`config.mk`:
```
export PLATFORM = sky130hd
export DESIGN_NAME = sap_loader_flat
export DESIGN_NICKNAME = d
export VERILOG_FILES = /design/src/rtl/sap_loader_pkg.sv /design/src/rtl/sap_loader_if.sv /design/src/rtl/sap_loader_pack.sv /design/src/rtl/sap_loader.sv /design/src/flat_wrapper.sv
export SDC_FILE = /design/constraint.sdc
export NUM_CORES = 1
export LEC_CHECK = 0
export BUFFER_PORTS_ARGS = -buffer_cell sky130_fd_sc_hd__buf_4
export CAP_MARGIN = 40
export CORE_MARGIN = 10
export CORE_UTILIZATION = 58
export CTS_CLUSTER_SIZE = 30
export DETAILED_ROUTE_END_ITERATION = 6
export PLACE_DENSITY = 0.85
export SLEW_MARGIN = 20
export SYNTH_ARGS = -nofsm -noshare
export SYNTH_HDL_FRONTEND = slang
export SYNTH_SLANG_ARGS = --single-unit
```
`constraint.sdc`:
```
create_clock -name clk -period 3.1 [get_ports clk]
set_input_delay 0.62 -clock clk [delete_from_list [all_inputs] [get_ports clk]]
set_output_delay 0.62 -clock clk [all_outputs]
set_load 0.005 [all_outputs]
```
`src/rtl/sap_loader_pkg.sv`:
```
// Shared types and widths for the SAP RAM program loader.
package sap_loader_pkg;
  localparam int unsigned BYTE_W = 8;
  localparam int unsigned WORD_W = 16;

  typedef enum logic [2:0] {
    IDLE    = 3'd0,
    GET_B0  = 3'd1,
    GET_B1  = 3'd2,
    SET_MAR = 3'd3,
    WR_RAM  = 3'd4,
    GET_CHK = 3'd5,
    FIN     = 3'd6
  } state_e;
endpackage

```
`src/rtl/sap_loader_if.sv`:
```
// Byte-stream input and shared-bus write signals of the SAP loader.
interface sap_loader_if;
  import sap_loader_pkg::*;

  logic [BYTE_W-1:0] rx_data;
  logic              rx_valid;
  logic              rx_ready;
  logic              bus_drive;
  logic [WORD_W-1:0] bus_out;
  logic              mar_write;
  logic              ram_write;

  modport master (
    input  rx_data, rx_valid,
    output rx_ready, bus_drive, bus_out, mar_write, ram_write
  );

  modport slave (
    output rx_data, rx_valid,
    input  rx_ready, bus_drive, bus_out, mar_write, ram_write
  );
endinterface

```
`src/rtl/sap_loader_pack.sv`:
```
// Packs two consecutive bytes into a 16-bit word; HI_FIRST selects which half arrives first.
module sap_loader_pack
  import sap_loader_pkg::*;
#(
  parameter bit HI_FIRST = 1'b1
) (
  input  logic              clk,
  input  logic              rst,
  input  logic [BYTE_W-1:0] i_byte,
  input  logic              i_load_b0,
  input  logic              i_load_b1,
  output logic [WORD_W-1:0] o_word
);
  logic [BYTE_W-1:0] r_hi;
  logic [BYTE_W-1:0] r_lo;

  always_ff @(posedge clk) begin
    if (rst) begin
      r_hi <= '0;
      r_lo <= '0;
    end else begin
      if (i_load_b0) begin
        if (HI_FIRST) r_hi <= i_byte;
        else          r_lo <= i_byte;
      end
      if (i_load_b1) begin
        if (HI_FIRST) r_lo <= i_byte;
        else          r_hi <= i_byte;
      end
    end
  end

  assign o_word = {r_hi, r_lo};
endmodule

```
`src/rtl/sap_loader.sv`:
```
// SAP program loader: streams byte pairs into RAM via MAR-then-RAM bus writes while holding the CPU.
// Optional trailing checksum byte enabled by defining SAP_LOADER_CHECKSUM_EN.
module sap_loader
  import sap_loader_pkg::*;
#(
  parameter int unsigned ADDR_W   = 16,
  parameter int unsigned HI_FIRST = 1
) (
  input  logic              clk,
  input  logic              rst,
  input  logic              i_start,
  input  logic [ADDR_W-1:0] i_base_addr,
  input  logic [ADDR_W-1:0] i_word_count,
  sap_loader_if.master      bus,
  output logic              o_cpu_hold,
  output logic              o_busy,
  output logic              o_done,
  output logic              o_chk_err
);
  state_e            r_state;
  state_e            w_next;
  logic [ADDR_W-1:0] r_addr;
  logic [ADDR_W-1:0] r_remaining;
  logic [WORD_W-1:0] w_word;
  logic              w_load_b0;
  logic              w_load_b1;
  logic              w_accept;
  logic              w_last;
`ifdef SAP_LOADER_CHECKSUM_EN
  logic [BYTE_W-1:0] r_sum;
  logic              r_chk_err;
  logic              w_chk_take;
`endif

  assign w_accept = (r_state == IDLE) && i_start;
  assign w_last   = (r_remaining == ADDR_W'(1));

  sap_loader_pack #(
    .HI_FIRST (HI_FIRST != 0)
  ) u_pack (
    .clk       (clk),
    .rst       (rst),
    .i_byte    (bus.rx_data),
    .i_load_b0 (w_load_b0),
    .i_load_b1 (w_load_b1),
    .o_word    (w_word)
  );

  always_ff @(posedge clk) begin
    if (rst) begin
      r_state     <= IDLE;
      r_addr      <= '0;
      r_remaining <= '0;
    end else begin
      r_state <= w_next;
      if (w_accept) begin
        r_addr      <= i_base_addr;
        r_remaining <= i_word_count;
      end
      if (r_state == WR_RAM) begin
        r_addr      <= r_addr + ADDR_W'(1);
        r_remaining <= r_remaining - ADDR_W'(1);
      end
    end
  end

  // Handshake is decoded from rx_valid directly so rx_ready stays a pure state decode.
  always_comb begin
    w_next        = r_state;
    bus.rx_ready  = 1'b0;
    bus.bus_drive = 1'b0;
    bus.bus_out   = '0;
    bus.mar_write = 1'b0;
    bus.ram_write = 1'b0;
    w_load_b0     = 1'b0;
    w_load_b1     = 1'b0;
    o_done        = 1'b0;
`ifdef SAP_LOADER_CHECKSUM_EN
    w_chk_take    = 1'b0;
`endif
    case (r_state)
      IDLE: begin
        if (i_start) w_next = (i_word_count == '0) ? FIN : GET_B0;
      end
      GET_B0: begin
        bus.rx_ready = 1'b1;
        if (bus.rx_valid) begin
          w_load_b0 = 1'b1;
          w_next    = GET_B1;
        end
      end
      GET_B1: begin
        bus.rx_ready = 1'b1;
        if (bus.rx_valid) begin
          w_load_b1 = 1'b1;
          w_next    = SET_MAR;
        end
      end
      SET_MAR: begin
        bus.bus_drive = 1'b1;
        bus.bus_out   = WORD_W'(r_addr);
        bus.mar_write = 1'b1;
        w_next        = WR_RAM;
      end
      WR_RAM: begin
        bus.bus_drive = 1'b1;
        bus.bus_out   = w_word;
        bus.ram_write = 1'b1;
`ifdef SAP_LOADER_CHECKSUM_EN
        w_next        = w_last ? GET_CHK : GET_B0;
`else
        w_next        = w_last ? FIN : GET_B0;
`endif
      end
`ifdef SAP_LOADER_CHECKSUM_EN
      GET_CHK: begin
        bus.rx_ready = 1'b1;
        if (bus.rx_valid) begin
          w_chk_take = 1'b1;
          w_next     = FIN;
        end
      end
`endif
      FIN: begin
        o_done = 1'b1;
        w_next = IDLE;
      end
      default: w_next = IDLE;
    endcase
  end

  assign o_busy     = (r_state != IDLE);
  assign o_cpu_hold = (r_state != IDLE);

`ifdef SAP_LOADER_CHECKSUM_EN
  always_ff @(posedge clk) begin
    if (rst) begin
      r_sum     <= '0;
      r_chk_err <= 1'b0;
    end else if (w_accept) begin
      r_sum     <= '0;
      r_chk_err <= 1'b0;
    end else begin
      if (w_load_b0 || w_load_b1) r_sum <= r_sum + bus.rx_data;
      if (w_chk_take) r_chk_err <= (BYTE_W'(r_sum + bus.rx_data) != '0);
    end
  end

  assign o_chk_err = r_chk_err;
`else
  assign o_chk_err = 1'b0;
`endif
endmodule

```
`src/flat_wrapper.sv`:
```
// flat-port wrapper written by rule: the top's interface ports become plain ports
module sap_loader_flat import sap_loader_pkg::*;
#(
  parameter int unsigned ADDR_W   = 16,
  parameter int unsigned HI_FIRST = 1
)
  (clk, rst, i_start, i_base_addr, i_word_count, o_cpu_hold, o_busy, o_done, o_chk_err, bus_rx_data, bus_rx_valid, bus_rx_ready, bus_bus_drive, bus_bus_out, bus_mar_write, bus_ram_write);
  sap_loader_if bus_i ();
  input  logic clk;
  input  logic rst;
  input  logic i_start;
  input  logic [ADDR_W-1:0] i_base_addr;
  input  logic [ADDR_W-1:0] i_word_count;
  output logic o_cpu_hold;
  output logic o_busy;
  output logic o_done;
  output logic o_chk_err;
  input wire logic [$bits(bus_i.rx_data)-1:0] bus_rx_data;
  input wire logic [$bits(bus_i.rx_valid)-1:0] bus_rx_valid;
  output wire logic [$bits(bus_i.rx_ready)-1:0] bus_rx_ready;
  output wire logic [$bits(bus_i.bus_drive)-1:0] bus_bus_drive;
  output wire logic [$bits(bus_i.bus_out)-1:0] bus_bus_out;
  output wire logic [$bits(bus_i.mar_write)-1:0] bus_mar_write;
  output wire logic [$bits(bus_i.ram_write)-1:0] bus_ram_write;
  assign bus_i.rx_data = bus_rx_data;
  assign bus_i.rx_valid = bus_rx_valid;
  assign bus_rx_ready = bus_i.rx_ready;
  assign bus_bus_drive = bus_i.bus_drive;
  assign bus_bus_out = bus_i.bus_out;
  assign bus_mar_write = bus_i.mar_write;
  assign bus_ram_write = bus_i.ram_write;
  sap_loader #(.ADDR_W(ADDR_W), .HI_FIRST(HI_FIRST)) u_core (.clk(clk), .rst(rst), .i_start(i_start), .i_base_addr(i_base_addr), .i_word_count(i_word_count), .bus(bus_i), .o_cpu_hold(o_cpu_hold), .o_busy(o_busy), .o_done(o_done), .o_chk_err(o_chk_err));
endmodule
```
-- After elaboration in Yosys (flattened, before gate mapping)
Cells that the tools add are included.
W data, S select, Z words.
- logic and storage cells: 43
- flip-flop bits (word level): 51
- output and inout bits: 24
- bits of input ports: 44
- reductions and logical operators: 8
- $add $sub $neg: 2
- equal/unequal tests: 9
- multiplexer cells: 19
- operator list (cell ; count):
    $mux W16 ; 4
    $pmux W16 S2 ; 1
    $add A16 B1 Y16 const B ; 1
    $eq A16 B1 Y1 const B ; 1
    $logic_not A16 Y1 ; 1
    $sub A16 B1 Y16 const B ; 1
    $mux W3 ; 5
    $pmux W3 S5 ; 1
    $mux W1 ; 8
    $eq A3 B2 Y1 const B ; 2
    $eq A3 B3 Y1 const B ; 2
    $ne A2 B2 Y1 const B ; 3
    $reduce_or A2 Y1 ; 2
    $eq A3 B1 Y1 const B ; 1
    $logic_not A3 Y1 ; 1
    $reduce_and A3 Y1 ; 1
    $reduce_bool A3 Y1 ; 1
    $reduce_bool A2 Y1 ; 1
    $logic_and A1 B1 Y1 ; 1

-- Longest topological paths before layout
Gate-level depths: netlist of run 1.
- word-level depth: 4
- depth in mapped cells: 7
- depth with buffers taken out: 7

-- Hierarchy
From an unflattened synthesis of run 1, not the netlist that was laid out.
- cells, all modules: 357
- area, all modules: 2981.6 sq um
- modules (own cells, without submodules) (module ; times used ; cells an instance ; area each (sq um) ; sequential area each (sq um)):
    sap_loader ; 1 ; 305 ; 2402.3 ; 700.7
    sap_loader_pack ; 1 ; 52 ; 579.3 ; 320.3

-- Least setup slack after synthesis of run 1
Ideal clock, no wire load.
- path kind: register to output
- start: register u_core.r_state[2]
- end: output port bus_bus_out[10]
- buffers on the path: 2
- slack: 965 ps
- data required time: 2480 ps
- arrival: 1515 ps
- cell stages (with the launch flop): 6
- path through: dfxtp_1 > or3b_4 > inv_2 > buf_2 > buf_1 > a22o_1
- cells in the longest elaborated chain, start to end: 2
- elaborated cells between the ends (all ways): 3
- classes of those cells: eq/ne: 2; mux: 1
- RTL lines (element ; line ; RTL):
    from (decl) ; sap_loader.sv:20 ; state_e r_state;
    from (signal assigned) ; sap_loader.sv:55 ; r_state <= w_next;
    $eq A3 B3 Y1 / $eq A3 B2 Y1 (equally long branches) ; sap_loader.sv:81 ; case (r_state)
    $pmux W16 S2 (*) ; sap_loader.sv:81 ;
    to (decl) ; flat_wrapper.sv:22 ; output wire logic [$bits(bus_i.bus_out)-1:0] bus_bus_out;
Mark *: on every way between the ends. The rest lies on a longest branch, timed or not.

-- Worst setup path in the final report of run 1
- start: register u_core.r_state[2]
- end: output port bus_bus_out[4]
Same word-level chain as after synthesis.

==> results of run 1 <==
-- logic make-up (layout without fill, tap and decap cells) --
kind of cell / Yosys count / count (layout) / share of synthesized area
simple gates: 148 / 148 / 0.257
compound gates: 109 / 109 / 0.250
flops: 51 / 51 / 0.354
buf+inv: 36 / 85 / 0.0525
mux: 12 / 12 / 0.0417
xor+xnor: 10 / 10 / 0.0304
fa+ha+maj: 3 / 3 / 0.0130
other cells: 1 / 1 / 0.00130
-- routing by layer --
metal	GRT usage	vias up	part of all wire
met1	0.273	1424	0.44
met4	0.0371	0	0.0072
met3	0.0549	8	0.085
met5	0	-	0
met2	0.314	126	0.47
li1	-	1454	-
-- area by class of cell --
class / instances / area (um2) / share of cell area
inverters: 8 / 30.0 / 0.00870
flip-flops and latches: 51 / 1020 / 0.296
well taps: 67 / 83.8 / 0.0243
repair buffers: 69 / 518 / 0.150
multi-input cells: 283 / 1710 / 0.496
clock inverters: 3 / 18.8 / 0.00544
clock buffers: 5 / 68.8 / 0.0199
-- path summary, 6_finish.rpt --
| path | from | endpoint | slack (ps) | cells past startpoint |
|---|---|---|---|---|
| worst max-delay path | u_core.r_state[2] | bus_bus_out[4] | 200 | 4 |
| worst min-delay path | u_core.u_pack.r_lo[3] | u_core.u_pack.r_lo[3] | 460 | 2 |
| worst max register to register | u_core.r_state[2] | u_core.r_remaining[12] | 520 | 6 |
| worst min register to register | u_core.u_pack.r_lo[3] | u_core.u_pack.r_lo[3] | 460 | 2 |
-- flip-flops by register name (all words and copies together) (netlist names) --
name / flops
u_core.r_state: 3
u_core.r_addr: 16
u_core.r_remaining: 16
u_core.u_pack.r_hi: 8
u_core.u_pack.r_lo: 8
-- through the flow --
stage	cells	util	power [uW]	setup slack [ps]	area [um2]
global route	486	0.721	1530	112	3450
CTS	486	0.721	1450	241	3450
floorplan	370	-	954	965	2880
finish	486	0.721	1450	202	3450
global placement	478	0.703	1060	679	3360
detailed placement	478	0.703	1060	564	3360
-- placed cells by master, fill, tap and decap left out, types with 3 or more instances in the layout --
cell and instances:
sky130_fd_sc_hd__or4_1 5, sky130_fd_sc_hd__ha_1 3, sky130_fd_sc_hd__nand3_1 12, sky130_fd_sc_hd__a211oi_1 5, sky130_fd_sc_hd__and4_1 3, sky130_fd_sc_hd__mux2i_1 12, sky130_fd_sc_hd__xor2_1 7, sky130_fd_sc_hd__a21oi_1 37
sky130_fd_sc_hd__clkbuf_8 5, sky130_fd_sc_hd__o211ai_1 3, sky130_fd_sc_hd__dfxtp_1 51, sky130_fd_sc_hd__nand2_1 48, sky130_fd_sc_hd__o21ai_0 10, sky130_fd_sc_hd__xnor2_1 3, sky130_fd_sc_hd__nor4_1 9, sky130_fd_sc_hd__buf_4 69
sky130_fd_sc_hd__or3_1 4, sky130_fd_sc_hd__inv_1 6, sky130_fd_sc_hd__a221oi_1 4, sky130_fd_sc_hd__nand4_1 7, sky130_fd_sc_hd__nor2_1 39, sky130_fd_sc_hd__nor3_1 4, sky130_fd_sc_hd__a22oi_1 8, sky130_fd_sc_hd__a22o_1 16
sky130_fd_sc_hd__a31oi_1 12
-- power by group through the flow --
stage	clock network (uW)	logic (uW)	registers, uW
after detailed placement	0	293	772
after global placement	0	287	771
after CTS	396	294	757
final	394	296	760
after floorplan	0	209	745
after global routing	429	332	767
-- worst max-delay path, stage by stage (launching register included) --
cell,delay [ps]
sky130_fd_sc_hd__dfxtp_1,590
sky130_fd_sc_hd__or3b_4,560
sky130_fd_sc_hd__inv_2,450
sky130_fd_sc_hd__a22o_1,230
sky130_fd_sc_hd__buf_4,120
==> results.md, run 1 <==
Power and ir drop:
- The part of the total power dissipated in sequential elements is 0.524.
- The power density over the cells is 420 nW/um2.
- The static leakage is 0.00136 uW.
- The share of total power in the clock network is 0.272.
- The share of total power dissipated in combinational logic is 0.204.
- The worst IR drop on VDD is 0.356 mV.
- The switching fraction of total power is 0.315.
- The power spent charging and discharging nets is 457 uW.
- The cell-internal power is 994 uW.

Die:
- The number of primary I/O pins is 68.
- In this run the standard cell core region covers 4790 um2.
- The die width is 90.5 um.
- The die area is 8190 um2.
- For this configuration, the core starts out at a cell density of 0.603.
- The standard-cell row count is 25.
- The die span in y is 90.5 um.

Finish:
- The area growth from synthesis to final layout is 19.7%.
- The filler cells instantiated in the layout total 403.
- Of the cells placed in the final design, the portion with a size suffix greater than 1 is 0.205.
- The net count of the finished layout is 465.
- The count of inserted antenna diode cells is 0.

Yosys:
- Synthesis produced a netlist whose cell count is 370.
- The synthesized design contains 0 enable-type register cells.
- The count of yosys warnings during synthesis is 0.
- The synthesized design contains 51 register bits.
- Of the synthesized area, sequential elements account for 0.354.
- The share of synthesized registers carrying an async set or reset is 0.
- The number of nets handed over by synthesis was 417.
- The most used flip-flop cell after synthesis is sky130_fd_sc_hd__dfxtp_1.
- Ranked by instance count, the synthesized netlist is headed by sky130_fd_sc_hd__dfxtp_1, sky130_fd_sc_hd__nand2_1, sky130_fd_sc_hd__nor2_1.
- The number of library cell types mapped by synthesis is 53.
- The most instantiated library cell after synthesis is sky130_fd_sc_hd__dfxtp_1.
- The top-area cell type share of the netlist area is 0.354.
- The mean area per synthesized cell is 7.79 um2.
- sky130_fd_sc_hd__dfxtp_1 takes more of the synthesized area than any other cell.
- After synthesis, the cell types taking the most area are sky130_fd_sc_hd__dfxtp_1, sky130_fd_sc_hd__a21oi_1, sky130_fd_sc_hd__nand2_1, sky130_fd_sc_hd__nor2_1, sky130_fd_sc_hd__a22o_1.
- After synthesis the cells add up to 2880 um2.

Global route:
- The initial antenna violation count is 0.
- The number of global-route vias before repair is 2808.
- The wire length of the first global-routing pass is 14.2 mm.
- The maximum number of pins on one net before global-route repair is 53.
- The global-route total usage across every layer is 0.202.
- The leftover overflow at the end of global routing is 0.

Clock network:
- Clock-pin slew was measured on the worst setup and hold paths at 100 ps.
- TritonCTS built the clock tree.
- CTS built an H-tree with a depth of 2.
- The number of buffers created by CTS is 5.
- The quantity of hold-fixing buffers added after cts is 0.
- At the later pin of the worst-skew pair, clock insertion delay measures 310 ps.
- The master cell of the clock root buffer is sky130_fd_sc_hd__clkbuf_8.
- No sink is reached through more buffers than the 2 on the longest clock path.
- The number of gates resized after cts is 0.
- The clock net in this run drives a total of 51 sinks.
- Buffers added to address setup during post-CTS repair amount to 0.

Timing:
- The final count of hold timing violations is 0.
- Setup repair after global routing left no endpoint under its margin.
- The sum of negative setup slack is 0 ps.
- Dividing the final minimum period by the clock period gives 0.935.
- The shortest clock period the worst path allows after layout is 2900 ps.
- For the final database, setup skew stands at 9.79 ps.
- The final-report max-slew violation count is 0.
- Across all hold checks on the routed design, the worst slack comes to 464 ps.
- The maximum frequency from static timing analysis is 0.345 GHz.
- The worst slew margin relative to its limit is 0.490.
- Setup violations remaining at the end of the flow were counted as 0.
- At the pin with the least slew margin, the transition time is 760 ps.

Drt:
- The number of design-rule violations left by the first detailed-router iteration is 304.
- The number of iterations in the first detailed-routing pass is 5.
- The remaining number of nets flagged by the antenna check after routing is 0.
- Using the TritonRoute via totals, the vias-per-cell ratio works out to 6.20.
- The post-detailed-route DRC marker count is 0.
- After detailed routing, the total wire length is 8.53 mm.
- The average wire per cell in the routed design is 17.5 um.
- The detailed router placed 3012 vias in this run.

Setup path:
- STA puts the critical path data arrival time at 2280 ps.
- Of all nets on the critical path, the largest fanout is 29.
- The endpoint class of the critical path is a primary output.
- The critical setup path kind is flop to primary output.
- The required time of the worst setup path is 2480 ps.
- The kind of start point of the critical path is a flop.

Status:
- The flow ran to the end, and the final reports show no timing, DRC or antenna violations.

Min path:
- The class of the tightest hold or removal check is flop to flop.

Job:
- Across the run, the number of max-cap violations was 0.

Placed design:
- The routability congestion estimate is 0.913.
- The detailed-placement wirelength estimate is 6.23 mm.
- The total of buffers placed on input and output ports is 66.
Note: power is estimated with default switching activity, not from simulation.
==> run 2: changes to the inputs <==
Settings changed: CORE_ASPECT_RATIO set to 2.
==> run 2 against run 1 <==
  * Clock skew is 3.9 ps lower
  * Die area is 2.1% higher
  * Sequential power is 0.7% lower
  * Power is 4.4% higher
  * Routed wire length is 3.8% higher
  * Setup slack better by 5.3 ps
  * Worst hold slack worse by 3.6 ps
  * Via count is 1.2% higher
==> results.md, run 2 (same netlist as run 1, synthesis figures left out) <==
Global route:
- The total overflow left after global routing is 0.
- Entering global routing, the biggest net connects 53 pins.
- The initial antenna violation count was 0.
- The number of global-route vias before repair is 3095.
- The first global-routing pass estimated 14.7 mm of wire.
- Across every metal layer, demand over resource in global routing totals 0.207.

Setup path:
- The endpoint class of the critical path is a primary output.
- The longest individual stage delay on the worst path is 590 ps.
- Traced cell by cell, the critical path runs through or3b_4, inv_2, a22o_1, buf_4.
- The critical path is of the flop to primary output type.
- STA puts the critical path data arrival time at 2270 ps.
- The critical path's slowest cell is sky130_fd_sc_hd__dfxtp_1.
- STA classifies the critical path startpoint as a flop.
- The required time of the worst setup path is 2480 ps.
- The number of buffers and inverters on the critical path is 2.
- The top fanout value on the critical path is 31.
- Among cell families on the critical path, the largest total delay comes from flip-flops.

Drt:
- The highest layer touched by signal routing is met4.
- The number of iterations in the first detailed-routing pass is 5.
- The detail route stage leaves a number of antenna-violating nets equal to 0.
- The post-detailed-route DRC marker count is 0.
- In the routed layout, each cell is associated on average with a via count of 6.39.
- The total number of vias is 3048.
- Dividing the detail-routed wire length by the instance count gives 18.6 um.
- Summed over all layers, the routed wires come to 8.86 mm.
- Wire segments on met3 add up to 529 um in the final route.
- The wire length on met2 is 4.64 mm.
- The wire length on met1 is 3.17 mm.
- For this block, the initial DRC count from the detailed router was 270.

Timing:
- Setup violations remaining at the end of the flow were counted as 0.
- Adding up every negative setup slack in the final design gives 0 ps.
- The worst slew margin relative to its limit is 0.533.
- Based on the critical path, the design can be clocked at up to 0.346 GHz.
- Setup slack closes at 207 ps.
- Setup repair after global routing left no endpoint under its margin.
- The shortest clock period the worst path allows after layout is 2890 ps.
- The portion of the clock cycle consumed by the worst path in the final layout is 0.933.
- Across the routed clock network, the largest skew measured is 5.93 ps.
- The final-report max-slew violation count is 0.
- For the pin with the worst max-slew slack, the measured transition is 698 ps.
- The final count of hold timing violations was 0.

Status:
- The flow ran to the end, and the final reports show no timing, DRC or antenna violations.

Power and ir drop:
- The power density over the cells is 436 nW/um2.
- The analysis attributes to cell leakage a power of 0.00138 uW.
- Across the VDD grid, the largest voltage drop is 0.490 mV.

Clock network:
- The number of gates resized after cts is 0.
- The number of H-tree branching levels is 2.
- The number of buffers created by CTS is 5.
- The tree built by TritonCTS fans out to 51 sinks.
- The quantity of hold-fixing buffers added after cts is 0.
- The clock tree from TritonCTS is built.
- For the worst-skew pair, the clock arrives at the later sink with an insertion delay of 300 ps.
- The master cell of the clock root buffer is sky130_fd_sc_hd__clkbuf_8.
- No sink is reached through more buffers than the 2 on the longest clock path.
- Once the clock tree was built, the setup fixing pass inserted 0 buffers.
- Clock-pin slew was measured on the worst setup and hold paths at 80 ps.

Die:
- After floorplanning, the core was sized to cover 4860 um2.
- The die width is 69.9 um.
- The starting density of the core is 0.593.
- The floorplan has 36 rows.
- The die covers 8360 um2.
- In this run the count of I/O pins placed on the die edge is 68.
- The die span in y is 120 um.

Finish:
- From synthesis to final layout, the design area changed by 20.3%.
- The most common cell after layout, fill and taps aside is sky130_fd_sc_hd__buf_4.
- The post-layout net count is 467.
- The ratio of cells with drive above 1 in the final layout is 0.205.
- Summing all non-filler instances in the final layout gives an area of 3470 um2.
- The count of cells in the finished layout, fillers not included, comes to 477.
- The largest registers in the layout are u_core.r_addr x16, u_core.r_remaining x16.
- Leaving out fill and tap cells, the most frequent cells in the layout are sky130_fd_sc_hd__buf_4, sky130_fd_sc_hd__dfxtp_1, sky130_fd_sc_hd__nand2_1, sky130_fd_sc_hd__nor2_1, sky130_fd_sc_hd__a21oi_1.
- The number of antenna diodes in the final layout is 0.

Placed design:
- The total of buffers placed on input and output ports is 66.
- After detailed placement, the design holds a cell count of 470.
- Timing analysis after detailed placement gives a worst setup slack of 567 ps.
- The routability congestion estimate is 0.925.
- The placed cell area is 3370 um2.
- The detailed-placement wirelength estimate is 6.59 mm.

Min path:
- The worst hold path belongs to the class flop to flop.

Job:
- The number of max-cap violations is 0.
[run 2: cell types whose count changed in the layout (fill, tap and decap cells not counted), sizes merged]
cell,before,now
clkinv,3,1
clkbuf,5,6
buf,69,71
inv,8,7
bufinv,0,1
[run 2: worst paths after layout]
check / cells past startpoint / startpoint / end / slack, ps
setup reg to reg: 6 / u_core.r_state[2] / u_core.r_remaining[12] / 510
setup / recovery: 4 / u_core.r_state[2] / bus_bus_out[0] / 210
hold / removal: 2 / u_core.u_pack.r_lo[0] / u_core.u_pack.r_lo[0] / 460
hold reg to reg: 2 / u_core.u_pack.r_lo[0] / u_core.u_pack.r_lo[0] / 460
[run 2: area by class of cell]
class	instances	area, um2
Clock inverter	1	30.0
Clock buffer	6	72.6
Multi-Input combinational cell	283	1710
Tap cell	57	71.3
Inverter	8	30.0
Sequential cell	51	1020
Timing Repair Buffer	71	533
Fill cell	406	1400
[run 2: report_power, final]
group          switching, uW  leakage [uW]  internal, uW
Combinational            174      0.000908           140
Sequential              58.4      0.000417           696
Clock                    209     0.0000513           237
[run 2: worst register-to-register path, cell delays in order, from the launching register on]
cell	delay [ps]
sky130_fd_sc_hd__dfxtp_1	590
sky130_fd_sc_hd__or3b_4	560
sky130_fd_sc_hd__inv_2	470
sky130_fd_sc_hd__nand3_2	170
sky130_fd_sc_hd__or2_1	270
sky130_fd_sc_hd__or3_1	320
sky130_fd_sc_hd__a31oi_1	160
[run 2: stage by stage]
stage | total power (uW) | util | hold WS (ps)
final | 1510 | 0.713 | 460
after CTS | 1520 | 0.713 | 459
after global placement | 1070 | 0.692 | 450
after floorplan | 954 | - | 436
after detailed placement | 1080 | 0.692 | 450
after global routing | 1590 | 0.713 | 485
[run 2: routing by layer]
layer | GRT usage | up-vias
met5 | 0 | -
met4 | 0.146 | 0
met3 | 0.0388 | 43
met2 | 0.367 | 141
met1 | 0.210 | 1410
li1 | - | 1454
==> run 3: changes to the inputs <==
Settings changed: RECOVER_POWER set to 25.
==> run 3 against run 2 <==
  * Non-clock buffer count stayed put
  * Critical path depth unchanged
  * Combinational power about the same
  * First-iteration DRC count fell by 0.37%
  * Critical path type unchanged
  * Critical endpoint unchanged
  * Largest cell class unchanged
==> results.md, run 3 (same netlist as run 1, synthesis figures left out) <==
Status:
- The run finished with clean final reports.

Placed design:
- The detailed-placement wirelength estimate is 6.59 mm.
- The total of buffers placed on input and output ports is 66.
- Once placement completed, the tool counted placed cells totaling 470.
- After detailed placement, the total cell area comes to 3370 um2.
- At the end of routability-driven placement, the weighted congestion stood at 0.925.

Job:
- The tool flagged a number of max-cap violations equal to 0.

Drt:
- Summing over every cut layer, the via total after detailed routing is 3040.
- The number of iterations in the first detailed-routing pass is 5.
- The number of design-rule violations left by the first detailed-router iteration is 269.
- The remaining number of nets flagged by the antenna check after routing is 0.
- Dividing the detail-routed via count by the number of cells gives 6.37.
- The post-detailed-route DRC marker count is 0.
- The total length of routed wires is 8.85 mm.
- The average wire per cell in the routed design is 18.6 um.

Setup path:
- The top fanout value on the critical path is 31.
- The kind of start point of the critical path is a flop.
- The critical setup path kind is flop to primary output.
- In this run the critical register-to-register path is launched from u_core.r_state[2].
- The kind of cell with the highest combined delay along the critical path is flip-flops.
- Data on the critical path arrives at its endpoint at 2260 ps.
- The endpoint class of the critical path is a primary output.
- The number of buffer and inverter stages on the critical path is 2.
- The required time of the worst setup path is 2480 ps.
- Walking the worst path, the cells encountered are or3b_4, inv_2, a22o_1, buf_4.
- The worst register-to-register path ends at u_core.r_remaining[12].
- On the critical path, the stage with the largest delay is an instance of sky130_fd_sc_hd__dfxtp_1.
- In this run the register-to-register setup slack is 520 ps.
- The longest individual stage delay on the worst path is 590 ps.
- The total stage count of the critical path is 4.
- The worst register-to-register path has a depth of 6.

Clock network:
- The master cell of the clock root buffer is sky130_fd_sc_hd__clkbuf_8.
- The number of buffers created by CTS is 5.
- The H-tree was split into 2 levels.
- The setup fix buffers added after clock tree synthesis is 0.
- The clock sink count is 51.
- The number of gates resized after cts is 0.
- Clock latency on the worst-skew pair, taken at its later pin, is 300 ps.
- The quantity of hold-fixing buffers added after cts is 0.
- The clock-pin slew on the worst setup and hold paths is 90 ps.
- TritonCTS built the clock tree.
- The maximum root-to-sink buffer count is 2.

Die:
- The number of primary I/O pins is 68.
- The die covers 8360 um2.
- The die span in y is 120 um.
- The core region is 4860 um2.
- The die is 69.9 um wide.
- The standard-cell row count is 36.
- The initial utilization of the core area, before any placement, comes to 0.593.

Global route:
- The number of global-route vias before repair is 3095.
- Entering global routing, the biggest net connects 53 pins.
- Global routing finished with a remaining overflow of 0.
- For this run, the total global-route usage over all layers was measured as 0.207.
- The first global-routing pass estimated 14.7 mm of wire.
- The initial antenna violation count was 0.

Finish:
- Compared with the post-synthesis result, the final layout area differs by 20.2%.
- The final non-filler cell area is 3470 um2.
- The count of placed standard cells in the final layout, fillers left out is 477.
- Leaving out fill and tap cells, the most frequent cell in the layout is sky130_fd_sc_hd__buf_4.
- After the last flow step, the layout net total stands at 467.
- The library cells used most frequently in the layout, excluding fill and tap cells, are sky130_fd_sc_hd__buf_4, sky130_fd_sc_hd__dfxtp_1, sky130_fd_sc_hd__nand2_1, sky130_fd_sc_hd__nor2_1, sky130_fd_sc_hd__a21oi_1.
- The largest registers in the layout are u_core.r_addr x16, u_core.r_remaining x16.
- In the final layout, the share of cells above drive strength 1 is 0.202.
- The count of inserted antenna diode cells is 0.
- Measured on the finished design, the core utilization comes to 0.712.

Min path:
- The cell depth of the worst min-delay path is 2.
- In this run the worst hold path is classified as flop to flop.
- The origin of the worst min-delay path is u_core.u_pack.r_lo[0].
- The endpoint with the worst hold slack is u_core.u_pack.r_lo[0].

Timing:
- The worst slew margin relative to its limit is 0.489.
- The slew at the pin closest to its max-slew limit is 766 ps.
- Setup repair after global routing left no endpoint under its margin.
- The portion of the clock cycle consumed by the worst path in the final layout is 0.930.
- For the final routed database, the setup TNS stands at 0 ps.
- The final worst clock skew is 7.13 ps.
- The final-report max-slew violation count is 0.
- The maximum frequency from static timing analysis is 0.347 GHz.
- The shortest clock period the worst path allows after layout is 2880 ps.
- Setup violations remaining at the end of the flow were counted as 0.
- The final count of hold timing violations is 0.

Power and ir drop:
- The static leakage is 0.00137 uW.
- In this run the power density over the cells is 437 nW/um2.
- The worst IR drop on VDD is 0.490 mV.
- After layout, the design draws a total of 1510 uW.
==> run 3: cell types whose count changed in the layout (fill, tap and decap cells not counted), sizes merged <==
cell and change:
buf -1, clkbuf +1
==> run 3: worst min-delay path, cell delays in order, from the launching register on <==
cell	delay, ps
sky130_fd_sc_hd__dfxtp_1	320
sky130_fd_sc_hd__nand2_1	50
sky130_fd_sc_hd__a21oi_1	50
==> run 3: worst max path at each step <==
stage	startpoint	slack, ps	endpoint
3_5_place_dp	u_core.r_state[2]	570	u_core.r_remaining[12]
4_1_cts	u_core.r_state[2]	250	bus_bus_out[13]
2_1_floorplan	u_core.r_state[2]	960	bus_bus_out[10]
3_3_place_gp	u_core.r_state[2]	640	bus_bus_out[0]
6_report	u_core.r_state[2]	220	bus_bus_out[0]
5_1_grt	u_core.r_state[2]	70	bus_bus_out[8]
==> run 3: cell type report <==
class                      instances  area (um2)
clock buffer                       6        72.6
clock inverter                     1        30.0
timing repair buffer              71         529
multi-input combinational        283        1710
inverter                           8        30.0
fill                             408        1400
sequential                        51        1020
tap                               57        71.3
==> run 3: stage by stage <==
stage          setup slack [ps]  hold slack, ps
2_1_floorplan               965             436
3_3_place_gp                643             450
3_5_place_dp                567             450
4_1_cts                     245             459
5_1_grt                    74.6             485
6_report                    216             460
==> run 3: metal layers <==
metal / vias to the layer above / routed length [um] / part of all wire / track usage
li1: 1456 / - / - / -
met1: 1400 / 3170 / 0.36 / 0.210
met2: 144 / 4640 / 0.52 / 0.367
met3: 40 / 547 / 0.062 / 0.0388
met4: 0 / 497 / 0.056 / 0.146
met5: - / 0 / 0 / 0
==> run 3: where the power goes <==
part	total, uW	internal (uW)	switching (uW)	leakage, uW
registers	755	696	58.5	0.000417
logic	313	139	174	0.000903
clock network	446	237	209	0.0000513
